==> src/rtl/instruction_fetch_unit_pkg.sv <==
// Shared types and constants for the instruction fetch unit.
// Latency: n/a (declarations only).
// Backpressure: n/a.
package instruction_fetch_unit_pkg;

    typedef enum logic [1:0] {
        FETCH = 2'd0,
        WAIT  = 2'd1,
        HOLD  = 2'd2
    } ifu_state_t;

    // addi x0,x0,0
    localparam logic [31:0] NOP_INSTR_DEFAULT = 32'h0000_0013;
    localparam logic [31:0] PC_STEP           = 32'd4;

    // Instruction addresses are word aligned; low two bits are dropped.
    function automatic logic [31:0] align(input logic [31:0] addr);
        return {addr[31:2], 2'b00};
    endfunction

endpackage

==> src/rtl/ifu_perf_counters.sv <==
// Fetch-unit event counters: consumed instructions and stalled HOLD cycles.
// Latency: counts visible the cycle after the event edge.
// Backpressure: none; counters wrap at 2^32.
// Ports: clock, reset_n (sync, active-low), consume / hold_stall event strobes,
//        fetch_count / stall_count count outputs.
module ifu_perf_counters (
    input  logic        clock,
    input  logic        reset_n,
    input  logic        consume,
    input  logic        hold_stall,
    output logic [31:0] fetch_count,
    output logic [31:0] stall_count
);

    always_ff @(posedge clock) begin
        if (!reset_n) begin
            fetch_count <= 32'd0;
            stall_count <= 32'd0;
        end else begin
            if (consume)    fetch_count <= fetch_count + 32'd1;
            if (hold_stall) stall_count <= stall_count + 32'd1;
        end
    end

endmodule

==> src/rtl/instruction_fetch_unit.sv <==
// IF stage: owns the PC, issues one imem request at a time, feeds IF/ID.
// Latency: if_valid rises the edge after imem_rvalid; best case 1 instr / 3 cycles.
// Backpressure: stall holds the fetched instruction in HOLD; no new request is issued.
// Ports: clock, reset_n (sync, active-low); stall, branch_taken/branch_target from
//        the pipeline; imem_req/imem_addr/imem_ready/imem_rvalid/imem_rdata memory
//        side; if_instruction/if_pc/if_valid to IF/ID.
// Option: define IFU_PERF_COUNTERS_EN to add fetch_count / stall_count outputs.
module instruction_fetch_unit
    import instruction_fetch_unit_pkg::*;
#(
    parameter logic [31:0] RESET_PC  = 32'h0000_0000,
    parameter logic [31:0] NOP_INSTR = NOP_INSTR_DEFAULT
) (
    input  logic        clock,
    input  logic        reset_n,
    input  logic        stall,
    input  logic        branch_taken,
    input  logic [31:0] branch_target,
    output logic        imem_req,
    output logic [31:0] imem_addr,
    input  logic        imem_ready,
    input  logic        imem_rvalid,
    input  logic [31:0] imem_rdata,
    output logic [31:0] if_instruction,
    output logic [31:0] if_pc,
    output logic        if_valid
`ifdef IFU_PERF_COUNTERS_EN
    ,
    output logic [31:0] fetch_count,
    output logic [31:0] stall_count
`endif
);

    ifu_state_t  state, state_n;
    logic [31:0] pc, pc_n;
    logic        kill, kill_n;
    logic [31:0] instr_n, ipc_n;
    logic        ivld_n;
    logic        accept;
    logic        consume;

    assign imem_req  = reset_n && (state == FETCH);
    assign imem_addr = pc;
    assign accept    = imem_req && imem_ready;
    // A branch out of HOLD flushes the instruction rather than handing it over.
    assign consume   = (state == HOLD) && !stall && !branch_taken;

    always_comb begin
        state_n = state;
        pc_n    = pc;
        kill_n  = kill;
        instr_n = if_instruction;
        ipc_n   = if_pc;
        ivld_n  = if_valid;

        if (branch_taken) begin
            pc_n = align(branch_target);
        end

        unique case (state)
            FETCH: begin
                if (accept) begin
                    state_n = WAIT;
                    // Data already requested belongs to the old path.
                    if (branch_taken) kill_n = 1'b1;
                end
            end
            WAIT: begin
                if (imem_rvalid) begin
                    // A response arriving with a branch or a pending kill is
                    // stale; it closes the only outstanding request, so the
                    // kill is spent here and the refetch runs unkilled.
                    if (kill || branch_taken) begin
                        kill_n  = 1'b0;
                        state_n = FETCH;
                    end else begin
                        instr_n = imem_rdata;
                        ipc_n   = pc;
                        ivld_n  = 1'b1;
                        state_n = HOLD;
                    end
                end else if (branch_taken) begin
                    kill_n = 1'b1;
                end
            end
            HOLD: begin
                if (branch_taken || !stall) begin
                    ivld_n  = 1'b0;
                    instr_n = NOP_INSTR;
                    state_n = FETCH;
                    if (!branch_taken) pc_n = pc + PC_STEP;
                end
            end
            default: begin
                state_n = FETCH;
            end
        endcase
    end

    always_ff @(posedge clock) begin
        if (!reset_n) begin
            state          <= FETCH;
            pc             <= RESET_PC;
            kill           <= 1'b0;
            if_instruction <= NOP_INSTR;
            if_pc          <= 32'd0;
            if_valid       <= 1'b0;
        end else begin
            state          <= state_n;
            pc             <= pc_n;
            kill           <= kill_n;
            if_instruction <= instr_n;
            if_pc          <= ipc_n;
            if_valid       <= ivld_n;
        end
    end

`ifdef IFU_PERF_COUNTERS_EN
    ifu_perf_counters u_perf (
        .clock       (clock),
        .reset_n     (reset_n),
        .consume     (consume),
        .hold_stall  ((state == HOLD) && stall),
        .fetch_count (fetch_count),
        .stall_count (stall_count)
    );
`else
    logic unused_consume;
    assign unused_consume = consume;
`endif

endmodule

==> config.mk <==
export PLATFORM = sky130hd
export DESIGN_NAME = instruction_fetch_unit
export DESIGN_NICKNAME = d
export VERILOG_FILES = /design/src/rtl/instruction_fetch_unit_pkg.sv /design/src/rtl/ifu_perf_counters.sv /design/src/rtl/instruction_fetch_unit.sv
export SDC_FILE = /design/constraint.sdc
export NUM_CORES = 1
export LEC_CHECK = 0
export BUFFER_PORTS_ARGS = -buffer_cell sky130_fd_sc_hd__buf_2
export CAP_MARGIN = 10
export CORE_MARGIN = 5
export CORE_UTILIZATION = 45
export DETAILED_ROUTE_END_ITERATION = 8
export GPL_TIMING_DRIVEN = 0
export PLACE_DENSITY = 0.8
export SLEW_MARGIN = 20
export SYNTH_ARGS = -nofsm -noshare
export SYNTH_HDL_FRONTEND = slang
export SYNTH_SLANG_ARGS = --single-unit
==> constraint.sdc <==
create_clock -name clock -period 1.9 [get_ports clock]
set_clock_uncertainty 0.05 [all_clocks]
set_input_delay 0.19 -clock clock [delete_from_list [all_inputs] [get_ports clock]]
set_output_delay 0.19 -clock clock [all_outputs]
set_load 0.03 [all_outputs]
== Word level (Yosys, flattened, before mapping) ==
Index checks and enable logic that the tools add are counted.

* Add/subtract/negate cells: 1
* Equality and inequality tests: 7
* Multiplexer cells: 22
* Bitwise operators: 1
* Reductions and logical operators: 12

{| class="wikitable"
|+ Operators with widths
! kind !! number
|-
| $mux W32 || 7
|-
| $pmux W32 S2 || 1
|-
| $add A32 B3 Y32 const B || 1
|-
| $reduce_and A3 Y1 || 3
|-
| $mux W2 || 4
|-
| $mux W1 || 7
|-
| $ne A2 B2 Y1 const B || 3
|-
| $pmux W2 S3 || 1
|-
| $pmux W1 S2 || 2
|-
| $reduce_and A4 Y1 || 1
|-
| $reduce_bool A2 Y1 || 2
|-
| $ne A3 B3 Y1 const B || 1
|-
| $eq A2 B1 Y1 const B || 1
|-
| $eq A2 B2 Y1 const B || 1
|-
| $logic_and A1 B1 Y1 || 2
|-
| $logic_not A2 Y1 || 1
|-
| $logic_or A1 B1 Y1 || 2
|-
| $ne A2 B1 Y1 const B || 1
|-
| $logic_not A1 Y1 || 1
|-
| $not A1 Y1 || 1
|}

* Register bits: 100

== Depth between registers and ports, before layout ==
Gate-level depths: netlist of run 1.

* Depth after elaboration: 5
* Gate-level depth with buffers: 7

== Worst setup path after synthesis of run 1 ==
No wires, ideal clock.

* Path kind: reg-to-reg
* Start: reg pc[10] (netlist: imem_addr[10])
* End: reg pc[25] (netlist: imem_addr[25])
* Arrival time: 1,873 ps
* Data required time: 1,733 ps
* Slack: -140 ps
* Cell stages (with the launch flop): 6
* Buffers on the path: 0
* Period minus slack after synthesis: 2,040 ps
* Cells stage by stage: dfxtp_1 nand4_1 or4_4 nor3_1 xor2_1 a22o_1

* Word-level cells in the longest chain between the ends: 4

{| class="wikitable"
|+ Ends and longest elaborated chain
! element !! RTL line !! source
|-
| from (decl) || instruction_fetch_unit.sv:35 || <nowiki>logic [31:0] pc, pc_n;</nowiki>
|-
| from (signal assigned) || instruction_fetch_unit.sv:110 || <nowiki>pc <= pc_n;</nowiki>
|-
| $add A32 B3 Y32 || instruction_fetch_unit.sv:91 || <nowiki>if (!branch_taken) pc_n = pc + PC_STEP;</nowiki>
|-
| $mux W32 || instruction_fetch_unit.sv:91 ||
|-
| $mux W32 || instruction_fetch_unit.sv:87 || <nowiki>if (branch_taken || !stall) begin</nowiki>
|-
| $mux W32 || instruction_fetch_unit.sv:60 || <nowiki>unique case (state)</nowiki>
|}

No other way between the ends.
A chain may end at the register's enable or synchronous reset.

== Final worst setup path of run 1 ==
* Start: reg pc[13] (netlist: imem_addr[13])
* End: reg pc[24] (netlist: imem_addr[24])

The elaborated chain is that of the path after synthesis.

==> results.sh, run 1 <==
export IMPL_grt_setup_unrepaired="yes"
export IMPL_die_x_um=109.8
export IMPL_worstSetupStartpoint="imem_addr[13]"
export IMPL_worst_pin_slew_ns=0.6721
export IMPL_hold_viol=0
export IMPL_initial_core_util=0.4608
export IMPL_port_buffers=165
export IMPL_final_setup_viol_count=0
export IMPL_syn_nets=623
export IMPL_worst_setup_path_end_kind="flip-flop"
export IMPL_slew_headroom=0.5500
export IMPL_timing_final_crit_period_ns=1.874
export IMPL_grt_max_degree=16
export IMPL_drv_cap=0
export IMPL_multi_input_area_sq_um=2402
export IMPL_layout_commonest_cell="buf_2"
export IMPL_grt_pass1_wl_um=21340
export IMPL_cts_hold_fix_buffers=0
export IMPL_syn_to_final_growth_pct=31.62
export IMPL_fillCellCount=871
export IMPL_crit_path_max_fanout=6
export IMPL_power_density_nw_per_um2=738.9
export IMPL_min_from="imem_rdata[12]"
export IMPL_root_buffer="clkbuf_8"
export IMPL_path_buf_inv=1
export IMPL_layout_common_cells="buf_2, nand2_1, dfxtp_1"
export IMPL_worst_hold_path_type="in2reg"
export IMPL_io_pins=168
export IMPL_period_share=0.9864
export IMPL_crit_path_cell_trace="nand4_1 -> buf_4 -> or4_4 -> nor3_2 -> xnor2_1 -> a21oi_1"
export IMPL_die_h_um=109.8
export IMPL_crit_end="imem_addr[24]"
export IMPL_r2r_start="imem_addr[13]"
export IMPL_first_pass_iters=4
export IMPL_dp_hpwl_um=10430
export IMPL_slew_violations=0
export IMPL_status="complete, no violations"
export IMPL_worstSkewPairLatency_ns=0.37
export IMPL_drt_iter0_markers=358
export IMPL_cp_arrival_ns=2.06
export IMPL_ys_types=45
export IMPL_yosysWarnings=0
export IMPL_rows=36
export IMPL_routed_wl_um=14120
export IMPL_cpPeakStageDelay_ns=0.50
export IMPL_vias=4635
export IMPL_power_uw=4360
export IMPL_gp_congestion=0.8910
export IMPL_crit_cells=6
export IMPL_synth_area_per_cell_sq_um=8.121
export IMPL_critPathLaunchType="flip-flop"
export IMPL_layout_drive_gt1_share=0.3265
export IMPL_tritoncts="done"
export IMPL_regArea_sq_um=2042
export IMPL_route_detailed_drc=0
export IMPL_cts_buffers=9
export IMPL_clock_fmax_mhz=533.6
export IMPL_nNetsFinal=801
export IMPL_cp_required_ns=2.09
export IMPL_grt_pass1_vias=4356
export IMPL_antenna_found_initial=0
export IMPL_core_sq_um=9729
export IMPL_htree_levels=3
export IMPL_synth_cells=552
export IMPL_ys_ff_latch=100
export IMPL_syn_area_sq_um=4483
export IMPL_layoutNonFillerInstCount=869
export IMPL_reg2reg_to="imem_addr[24]"
export IMPL_p_leak_uw=0.002519
export IMPL_crit_type="reg2reg"
export IMPL_wl_per_cell_um=16.25
export IMPL_postRouteAntennaNets=0
export IMPL_placed_cells=850
export IMPL_track_usage=0.2261
export IMPL_clock_sinks=100
export IMPL_critPathSlowestCell="or4_4"
export IMPL_max_vdd_ir_drop_v=0.0003450
export IMPL_clk_pin_slew_ns=0.10
export IMPL_worst_r2r_setup_slack_ns=0.03
export IMPL_overflow=0
export IMPL_path_delay_family="simple AND/OR/NAND/NOR gates"
export IMPL_yosysSeqAreaShare=0.4466
export IMPL_ctsLongestPathBuffers=2
export IMPL_die_area_sq_um=12060
export IMPL_avgViaCountPerCell=5.334
export IMPL_r2r_cells=6
-- worst min-delay path by stage --
stage	endpoint	slack, ns	cells after the start
after CTS	imem_addr[7]	0.004	2
after detailed placement	imem_addr[7]	0.39	2
final	if_instruction[12]	0.01	3
after global routing	if_instruction[27]	0.02	3
after floorplan	imem_addr[7]	0.28	1
after global placement	imem_addr[7]	0.37	2
-- worst min-delay path: stages --
cell and delay (ns):
buf_2 0.10, nand2_1 0.04, a21boi_0 0.06
-- layer usage --
metal / up-vias / GRT usage / wire (um)
met5: - / 0 / 0
met4: 0 / 0.09172 / 371
met3: 35 / 0.03699 / 969
met2: 171 / 0.3826 / 6963
met1: 2175 / 0.2852 / 5813
li1: 2254 / - / -
-- what timing repair did --
item	CTS	global route
setup buffers	0	5
gates resized for setup	9	46
endpoints found under the setup margin	71	71
pin swaps	0	4
-- per-stage QoR --
step / setup slack [ns] / hold WS (ns) / utilization / setup TNS [ns] / area (sq um)
5_1_grt: -0.07026 / 0.01617 / 0.6062 / -0.1635 / 5898
3_3_place_gp: -0.1214 / 0.3739 / 0.5642 / -4.823 / 5489
4_1_cts: 0.006483 / 0.003611 / 0.5908 / 0 / 5748
6_report: 0.02576 / 0.01046 / 0.6065 / 0 / 5901
3_5_place_dp: -0.2699 / 0.3882 / 0.5642 / -9.339 / 5489
2_1_floorplan: -0.03205 / 0.2778 / - / -0.03205 / 4497
-- registers in the layout, indices dropped and copies added, names as in the netlist --
register,flops
imem_addr,32
if_instruction,32
if_valid,1
state,2
if_pc,32
kill,1
-- report_power, final --
| part | switching, uW | leakage [uW] | total (uW) | internal [uW] |
|---|---|---|---|---|
| logic | 335 | 0.00158 | 534 | 198 |
| registers | 89.0 | 0.000822 | 2250 | 2160 |
| clock network | 732 | 0.000122 | 1580 | 846 |
-- cells in the mapped netlist, drive strengths merged --
master / count / area share
clkbuf: 29 / 0.024
nor2: 18 / 0.015
o311ai: 3 / 0.0059
a21boi: 61 / 0.10
xor2: 13 / 0.025
nor2b: 3 / 0.0042
o2bb2ai: 1 / 0.0020
nand2: 136 / 0.11
and3b: 1 / 0.0020
nor3b: 6 / 0.011
buf: 11 / 0.012
a31o: 1 / 0.0020
a211o: 1 / 0.0020
or4: 2 / 0.0050
nor4: 6 / 0.0084
and2: 8 / 0.011
nand4: 13 / 0.020
nand4bb: 1 / 0.0025
a31oi: 1 / 0.0014
nand2b: 3 / 0.0042
mux2i: 2 / 0.0045
inv: 2 / 0.0017
and3: 6 / 0.0084
or3: 1 / 0.0014
a21oi: 12 / 0.013
ha: 1 / 0.0028
xnor2: 12 / 0.023
nand3: 41 / 0.046
or3b: 1 / 0.0020
dfxtp: 100 / 0.45
a22o: 5 / 0.0098
o21a: 1 / 0.0017
o21ai: 35 / 0.039
and4: 2 / 0.0039
nor3: 6 / 0.0089
o211ai: 1 / 0.0017
o211a: 4 / 0.0089
clkinv: 1 / 0.00084
nand3b: 1 / 0.0017
-- cell families (layout without fill, tap and decap cells) --
family | after synthesis | after routing | share of synthesized area
buffers and inverters | 43 | 226 | 0.03851
AOI/OAI and AO/OA | 126 | 126 | 0.1898
DFF | 100 | 100 | 0.4466
other | 0 | 1 | 0
and+or+nand+nor | 255 | 255 | 0.2691
muxes | 2 | 2 | 0.004466
adders and majority gates | 1 | 1 | 0.002791
xor gates and xnor gates | 25 | 25 | 0.04884
-- final cells by class --
type / count / share of cell area
multi-input combinational: 409 / 0.4071
sequential: 100 / 0.3461
timing repair buffer: 170 / 0.1463
buffer: 37 / 0.03011
tap: 133 / 0.02820
clock buffer: 12 / 0.02799
clock inverter: 4 / 0.01187
inverter: 3 / 0.001908
antenna: 1 / 0.0004241
(Power assumes the default switching activity.)
==> run 2: changes to the inputs <==
--- a/config.mk
+++ b/config.mk
@@ -5,6 +5,7 @@
 export SDC_FILE = /design/constraint.sdc
 export NUM_CORES = 1
 export LEC_CHECK = 0
+export ABC_AREA = 1
 export BUFFER_PORTS_ARGS = -buffer_cell sky130_fd_sc_hd__buf_2
 export CAP_MARGIN = 10
 export CORE_MARGIN = 5
==> run 2 against run 1 <==
Effect of this change: flip-flop and latch count did not move; fmax grew 8.5%; worst hold slack improved by 0.0071 ns; total power is 2.2% lower; final cell count up 9.7%; critical path depth is 3 higher; via count up 5.5%; largest power group unchanged; highest routed layer unchanged.
==> results.sh, run 2 <==
export IMPL_status="complete, no violations"
export IMPL_vias=4889
export IMPL_synthXorXnorAreaFrac=0.009600
export IMPL_core_sq_um=9819
export IMPL_cts_buffers=9
export IMPL_post_route_util=0.5861
export IMPL_die_x_um=110.7
export IMPL_worstSetupStartpoint="imem_addr[6]"
export IMPL_grt_pass1_vias=4683
export IMPL_clk_pin_slew_ns=0.10
export IMPL_worst_r2r_setup_slack_ns=0.17
export IMPL_postRouteAntennaNets=0
export IMPL_slew_violations=0
export IMPL_syn_to_final_growth_pct=26.17
export IMPL_antenna_found_initial=0
export IMPL_synth_edff_count=0
export IMPL_worst_pin_slew_ns=0.5907
export IMPL_nNetsFinal=886
export IMPL_synth_fa_ha_area_frac=0.002743
export IMPL_dp_slack_ns=0.1137
export IMPL_path_delay_family="simple AND/OR/NAND/NOR gates"
export IMPL_avgViaCountPerCell=5.130
export IMPL_synth_simple_area_share=0.2765
export IMPL_synth_area_leader_cell="dfxtp_1"
export IMPL_wl_per_cell_um=14.59
export IMPL_critPathSlowestCell="dfxtp_1"
export IMPL_fillCellCount=958
export IMPL_initial_core_util=0.4646
export IMPL_grt_max_degree=17
export IMPL_ys_top_cells_by_area="dfxtp_1, nand2_1, a21oi_1"
export IMPL_crit_path_cell_trace="nand2_1 -> nor2_1 -> nand2_2 -> nor2_4 -> buf_6 -> nand3_1 -> nand2_1 -> nand3_1 -> a21oi_1"
export IMPL_slew_headroom=0.6062
export IMPL_hold_viol=0
export IMPL_track_usage=0.2219
export IMPL_clock_sinks=100
export IMPL_crit_path_max_fanout=10
export IMPL_yosys_top_cells_count="nand2_1, dfxtp_1, a21oi_1"
export IMPL_worst_setup_path_end_kind="flip-flop"
export IMPL_synth_async_sr_flop_share=0
export IMPL_routed_wl_um=13900
export IMPL_cp_arrival_ns=1.96
export IMPL_overflow=0
export IMPL_reg2reg_to="imem_addr[18]"
export IMPL_synthFlopType="dfxtp_1"
export IMPL_dp_hpwl_um=10390
export IMPL_synth_top_area_frac=0.4388
export IMPL_clock_fmax_mhz=578.8
export IMPL_crit_type="reg2reg"
export IMPL_first_pass_iters=7
export IMPL_yosysMostFrequentCell="nand2_1"
export IMPL_worst_hold_path_type="in2reg"
export IMPL_cp_required_ns=2.13
export IMPL_diodes=0
export IMPL_layout_common_cells="buf_2, nand2_1, dfxtp_1"
export IMPL_die_area_sq_um=12250
export IMPL_ys_ff_latch=100
export IMPL_power_density_nw_per_um2=741.0
export IMPL_period_share=0.9094
export IMPL_setup_tns_ns=0
export IMPL_rows=36
export IMPL_syn_area_sq_um=4562
export IMPL_synth_area_mux_share=0
export IMPL_r2r_start="imem_addr[6]"
export IMPL_ys_types=32
export IMPL_layout_drive_gt1_share=0.2793
export IMPL_placed_cell_area_sq_um=5549
export IMPL_yosysSeqAreaShare=0.4388
export IMPL_grt_setup_unrepaired="no"
export IMPL_synth_area_per_cell_sq_um=7.128
export IMPL_synth_top_family_by_area="simple AND/OR/NAND/NOR gates"
export IMPL_yosysWarnings=0
export IMPL_route_detailed_drc=0
export IMPL_syn_nets=711
export IMPL_r2r_cells=9
export IMPL_path_buf_inv=1
export IMPL_timing_final_crit_period_ns=1.728
export IMPL_whs_ns=0.01757
export IMPL_tritoncts="done"
export IMPL_cpPeakStageDelay_ns=0.48
export IMPL_cts_hold_fix_buffers=0
export IMPL_ctsLongestPathBuffers=2
export IMPL_layout_setup_ws_ns=0.1722
export IMPL_crit_end="imem_addr[18]"
export IMPL_htree_levels=3
export IMPL_critPathLaunchType="flip-flop"
export IMPL_synth_compound_area_frac=0.1761
export IMPL_max_vdd_ir_drop_v=0.0004925
export IMPL_io_pins=168
export IMPL_layout_commonest_cell="buf_2"
export IMPL_drv_cap=0
export IMPL_die_h_um=110.7
export IMPL_stdcell_area_sq_um=5756
export IMPL_grt_pass1_wl_um=22780
export IMPL_drt_iter0_markers=363
export IMPL_gp_congestion=0.8833
export IMPL_p_leak_uw=0.002678
export IMPL_port_buffers=164
export IMPL_crit_cells=9
export IMPL_final_setup_viol_count=0
export IMPL_worstSkewPairLatency_ns=0.36
export IMPL_synth_cells=640
export IMPL_root_buffer="clkbuf_8"
==> run 2: cell types whose count changed in the layout (fill, tap and decap cells not counted), moves of 11 or more <==
cell      before  now
dfxtp_1       82   98
nand3_1       40   64
o21ai_0       34   49
xnor2_1       12    1
a21boi_0      61    0
a21oi_1       12   81
nor2_1        18   45
inv_1          2   50
==> run 2: worst min-delay path: stages <==
cell     delay, ns
buf_2         0.07
o22ai_1       0.08
nand2_1       0.05
==> run 2: layer usage <==
layer | wire [um] | vias to the layer above | track usage | part of all wire
met3 | 1197 | 20 | 0.04913 | 0.086
met5 | 0 | - | 0 | 0
met4 | 216 | 0 | 0.06650 | 0.016
met1 | 6275 | 2186 | 0.2960 | 0.45
li1 | - | 2461 | - | -
met2 | 6210 | 222 | 0.3592 | 0.45
==> run 2: how the worst min path moves through the flow <==
stage,start,to,slack (ns),cells past startpoint
2_1_floorplan,imem_rvalid,state[0],0.24,1
3_3_place_gp,imem_rdata[1],if_instruction[1],0.37,3
3_5_place_dp,imem_rdata[4],if_instruction[4],0.38,3
4_1_cts,imem_rdata[1],if_instruction[1],0.0007,3
5_1_grt,imem_rdata[2],if_instruction[2],0.006,3
6_report,imem_rdata[1],if_instruction[1],0.02,3
==> run 2: layout make-up <==
| type | instances | area [sq um] | share of cell area |
|---|---|---|---|
| well taps | 133 | 166.4 | 0.02891 |
| inverters | 61 | 234.0 | 0.04065 |
| clock inverters | 5 | 62.56 | 0.01087 |
| repair buffers | 164 | 820.8 | 0.1426 |
| multi-input cells | 442 | 2131 | 0.3702 |
| clock buffers | 11 | 131.4 | 0.02283 |
| plain buffers | 37 | 205.2 | 0.03565 |
| flip-flops and latches | 100 | 2004 | 0.3483 |
==> run 2: cell families (layout without fill, tap and decap cells) <==
kind of cell	count (synthesis)	after routing
XOR/XNOR	5	5
buffers and inverters	98	278
AND/OR/NAND/NOR	282	282
AO/OA/AOI/OAI	154	154
flip-flops	100	100
adder cells (fa/ha/maj)	1	1
==> run 2: through the flow <==
| step | total power, uW | instances |
|---|---|---|
| after floorplan | 2708 | 640 |
| after global placement | 2948 | 937 |
| after detailed placement | 2953 | 937 |
| after CTS | 4288 | 953 |
| after global routing | 4450 | 953 |
| final | 4265 | 953 |
==> run 2: where the power goes <==
part / switching (uW) / total [uW] / internal (uW) / leakage (uW)
sequential: 81.2 / 2260 / 2180 / 0.000815
combinational: 436 / 647 / 212 / 0.00177
clock: 740 / 1360 / 616 / 0.0000897
total: 1260 / 4260 / 3010 / 0.00268
==> run 2: what timing repair did <==
item,CTS,global route
endpoints found under the hold margin,0,0
setup endpoints to repair,0,8
gates resized for setup,0,4
setup buffers,0,0
